### src/rtl/tt_sweep_pkg.sv
// Shared state encoding and default MISR constants for the truth-table sweeper.
package tt_sweep_pkg;

    typedef enum logic [1:0] {
        ST_IDLE  = 2'd0,
        ST_SWEEP = 2'd1,
        ST_DONE  = 2'd2
    } sweep_state_t;

    localparam logic [15:0] DEFAULT_POLY = 16'h1021;
    localparam logic [15:0] DEFAULT_SEED = 16'h0000;

endpackage

### src/rtl/tt_sweep_checker_misr_reg.sv
// Multiple-input signature register: shift left, fold POLY on carry-out, XOR in the sampled word.
module misr_reg
    import tt_sweep_pkg::*;
#(
    parameter int               SIG_W = 16,
    parameter int               DIN_W = 2,
    parameter logic [SIG_W-1:0] POLY  = SIG_W'(DEFAULT_POLY),
    parameter logic [SIG_W-1:0] SEED  = SIG_W'(DEFAULT_SEED)
) (
    input  logic             clk,
    input  logic             rst,
    input  logic             clear,
    input  logic             en,
    input  logic [DIN_W-1:0] din,
    output logic [SIG_W-1:0] sig
);

    logic [SIG_W-1:0] r_sig;
    logic [SIG_W-1:0] w_din_ext;
    logic [SIG_W-1:0] w_fold;
    logic [SIG_W-1:0] w_sig_next;

    // Zero-extend the sampled word to the register width, bit by bit.
    genvar gi;
    generate
        for (gi = 0; gi < SIG_W; gi = gi + 1) begin : g_ext
            if (gi < DIN_W) begin : g_bit
                assign w_din_ext[gi] = din[gi];
            end else begin : g_zero
                assign w_din_ext[gi] = 1'b0;
            end
        end
    endgenerate

    assign w_fold     = r_sig[SIG_W-1] ? POLY : '0;
    assign w_sig_next = {r_sig[SIG_W-2:0], 1'b0} ^ w_fold ^ w_din_ext;

    always_ff @(posedge clk or posedge rst) begin
        if (rst) begin
            r_sig <= SEED;
        end else if (clear) begin
            r_sig <= SEED;
        end else if (en) begin
            r_sig <= w_sig_next;
        end
    end

    assign sig = r_sig;

endmodule

### config.mk
export PLATFORM = sky130hd
export DESIGN_NAME = misr_reg
export DESIGN_NICKNAME = d
export VERILOG_FILES = /design/src/rtl/tt_sweep_pkg.sv /design/src/rtl/tt_sweep_checker_misr_reg.sv
export SDC_FILE = /design/constraint.sdc
export NUM_CORES = 1
export LEC_CHECK = 0
export BUFFER_PORTS_ARGS = -buffer_cell sky130_fd_sc_hd__buf_4
export CAP_MARGIN = 20
export CORE_MARGIN = 3
export CORE_UTILIZATION = 51
export DETAILED_ROUTE_END_ITERATION = 10
export GPL_ROUTABILITY_DRIVEN = 0
export PLACE_DENSITY = 0.8
export SETUP_SLACK_MARGIN = 0.4
export SYNTH_ARGS = -nofsm -noshare
export SYNTH_HDL_FRONTEND = slang
export SYNTH_SLANG_ARGS = --single-unit
export TNS_END_PERCENT = 5
### constraint.sdc
create_clock -name clk -period 2.05 [get_ports clk]
set_clock_uncertainty 0.05 [all_clocks]
set_input_delay 0.41 -clock clk [delete_from_list [all_inputs] [get_ports clk]]
set_output_delay 0.41 -clock clk [all_outputs]
set_load 0.05 [all_outputs]
==> Word level (Yosys, flattened, before mapping) <==
Cells that the tools add are included.
{ "totals": {"output_inout_bits": 16, "reg_bits": 16, "elab_cells": 7, "inputBits": 6} }
{ "classes": {"n_bitwise": 2, "n_reduce_logical": 1, "mux": 3} }
{ "op_table": {"columns": ["operator", "count"], "rows": [
  ["two-way mux 16 bit", 2],
  ["bitwise XOR 16 x 13 -> 16 bit", 1],
  ["bitwise XOR 16 x 2 -> 16 bit", 1],
  ["two-way mux 13 bit", 1],
  ["nonzero test 2 bit", 1]
]} }

==> Longest topological paths before layout <==
{ "depth": {"word_depth": 5, "depth_mapped": 3, "mapped_depth_nobuf": 2} }

==> Worst setup path before layout <==
Ideal clock, no wire load.
{ "synth_path": {"path_kind": "register to register", "from": "register r_sig[15] (netlist: sig[15])", "to": "register r_sig[0] (netlist: sig[0])", "stages_incl_launch_ff": 3, "arrival_ns": 1.056, "required_time_ns": 1.913, "n_path_buf": 0, "synth_period_minus_slack_ns": 1.193, "setup_ns": 0.087, "setup_slack_ns": 0.857, "path_cell_list": "dfrtp_1 > xnor2_1 > a211oi_2"} }
{ "synth_via": {"elab_chain_len": 5} }
{ "synth_rtl": {"columns": ["item", "line_no", "text"], "rows": [
  ["start, declared", "tt_sweep_checker_misr_reg.sv:18", "logic [SIG_W-1:0] r_sig;"],
  ["start signal, assigned", "tt_sweep_checker_misr_reg.sv:44", "r_sig <= w_sig_next;"],
  ["two-way mux 13 bit", "tt_sweep_checker_misr_reg.sv:35", "assign w_fold = r_sig[SIG_W-1] ? POLY : '0;"],
  ["bitwise XOR 16 x 13 -> 16 bit", "tt_sweep_checker_misr_reg.sv:36", "assign w_sig_next = {r_sig[SIG_W-2:0], 1'b0} ^ w_fold ^ w_din_ext;"],
  ["bitwise XOR 16 x 2 -> 16 bit", "tt_sweep_checker_misr_reg.sv:36", null],
  ["two-way mux 16 bit", "tt_sweep_checker_misr_reg.sv:43", "end else if (en) begin"],
  ["two-way mux 16 bit", "tt_sweep_checker_misr_reg.sv:41", "end else if (clear) begin"]
]} }
No other way between the ends. The select of a mux whose other input is x is not followed.
A chain may end at the register's enable or synchronous reset.

==> Final worst setup path <==
{ "layout_path": {"from": "register r_sig[15] (netlist: sig[15])", "to": "output sig[15]"} }
{ "layout_rtl": {"columns": ["item", "line_no", "text"], "rows": [
  ["end, declared", "tt_sweep_checker_misr_reg.sv:15", "output logic [SIG_W-1:0] sig"]
]} }
No word-level cell between the ends.

==> run metrics <==
Slew Viols, Final=0; Fmax=699 MHz; setup slack, reg-to-reg=1.08 ns; WP buf/inv=1; clk_lat worst skew=0.28 ns; HP Class=in -> async; port buffer count=21; Critical Path Start Type=register; CTS Buf Count=3; Worst Path Arrival=0.97 ns; largest cells by area after synthesis=dfrtp_1 58%, mux2i_1 17%, nor2_1 8.7%, a211oi_2 5.4%, xnor2_1 5.1%; diode count=0; drt first pass iters=3; slowest CP cell=dfrtp_1; Synth area leader=dfrtp_1; worst path required time=1.59 ns; Worst Path Max Fanout=5; Least-Margin Pin Slew=0.576 ns; Post-synth EDFFs=0; PD cells=670 nW/um2; syn nets=63; initial core utilization=58.1%; hold buffer count at CTS=0; num ports=22; Worst path max stage delay=0.45 ns; Clock transition at path regs=0.08 ns; reg2reg start=sig[15]$_DFFE_PP0P_; total global-route track usage=14.5%; CP cell instances=buf_4; routed wire length per instance=12.8 um; first-pass GRT wire length=1.98 mm; pin count of the biggest net entering global routing=21; total of max-cap violations=0; worst setup path end=sig[15]; layout cells sized above 1=35.1%; CTS root buf=clkbuf_4; core area=1190 um2; CP startpoint=sig[15]$_DFFE_PP0P_; TritonCTS clock tree=built; DRT Wirelength=1.17 mm; die area=1830 um2; DR vias=460; CTS resizes=0; grt ovf=0; ys async rst share=100%; Post-CTS Repair Setup Buffers=0; Yosys top cell area share=58.1%; clock buffer depth=2; antenna violations before repair=0; fin crit share=69.8%; drt drc=0; minimum clock period=1.43 ns; RSZ-0062 raised after global routing=false; Crit Path Class=reg -> out; #FFs+latches synth=16; Ys Warns=0; fill count=95; Final Setup Violations=0; CTS Sinks=16; Nets=85; final std cells w/o fill=91; Seq/Total Area, Yosys=58.1%; crit path capture type=primary output; reg2reg path depth=2; VDD IR max=0.526 mV; post-route ant nets=0; post-synthesis cell type count=10; DR iter-0 viols=6; synth cell count leaders=16 x dfrtp_1, 16 x nor2_1, 12 x mux2i_1; die height=42.8 um; vias per cell=5.05; status=finished, final reports clean; max reg flops=16; htree depth=1; total negative slack=0 ns; Placed Instances=88; Relative slew margins=61.6%; Mean Syn Cell Area=12.1 um2; top_reg_cell synth=dfrtp_1; Mapped Area=689 um2; CP delay by family, top=flip-flops; Critical Path Stages=1; Mapped Cells=57; hpwl dp=827 um; Min Hold Slack=0.133 ns; Die W=42.8 um; vias in the first global route=445; Fin. Hold Viols=0; Leak Pwr=0.456 nW; synthesis-to-layout area growth=25.0%; site row count=12; worst flop-to-flop path endpoint=sig[5]$_DFFE_PP0P_
-- layout by cell type (no fill, tap or decap) --
master	count
nor2_1	16
clkbuf_4	3
dfrtp_1	16
buf_4	21
mux2i_1	12
inv_1	1
xnor2_1	4
a211oi_2	3
a211oi_1	1
-- routing by layer --
layer  part of all wire (%)  GRT usage, %
met1                     46          19.6
met2                     46          21.0
met3                    6.5          2.97
met4                    2.1          9.32
met5                      0             0
-- how the worst min path moves through the flow --
stage                     slack [ns]  cells past startpoint                 end
after floorplan                 0.27                      1  sig[0]$_DFFE_PP0P_
after detailed placement        0.46                      2  sig[4]$_DFFE_PP0P_
after CTS                       0.16                      2  sig[4]$_DFFE_PP0P_
after global placement          0.46                      2  sig[4]$_DFFE_PP0P_
final                           0.13                      2  sig[7]$_DFFE_PP0P_
after global routing            0.17                      2  sig[7]$_DFFE_PP0P_
-- final cells by class --
class                   count  area (um2)  area share, %
well taps                  14        17.5           2.03
flip-flops and latches     16         400           46.4
multi-input cells          36         260           30.2
clock buffers               3        22.5           2.61
repair buffers             21         158           18.3
inverters                   1        3.75          0.435
-- kinds of logic (layout without fill, tap and decap cells) --
kind of cell | count (synthesis) | count (layout) | synth area share (%)
xor+xnor | 4 | 4 | 5.08
simple gates | 16 | 16 | 8.71
mux | 12 | 12 | 17.4
buf+inv | 5 | 25 | 4.17
compound gates | 4 | 4 | 6.53
flops | 16 | 16 | 58.1
-- stage by stage --
step | instance area (um2) | worst slack, ns | total power, mW | util (%)
CTS | 862 | 0.609 | 0.585 | 72.7
detailed placement | 840 | 0.897 | 0.428 | 70.8
finish | 862 | 0.619 | 0.578 | 72.7
floorplan | 689 | 0.857 | 0.403 | -
global route | 862 | 0.562 | 0.605 | 72.7
global placement | 840 | 0.914 | 0.426 | 70.8
-- worst register-to-register path, stage by stage, from the launching register on --
cell and delay [ns]:
dfrtp_1 0.45, xnor2_1 0.17, a211oi_2 0.22
-- power breakdown --
| group | internal (mW) | switching, mW |
|---|---|---|
| clock | 0.0681 | 0.0890 |
| combinational | 0.0304 | 0.0597 |
| sequential | 0.324 | 0.00671 |
| total | 0.422 | 0.155 |
Power figures use the tool's default switching activity.
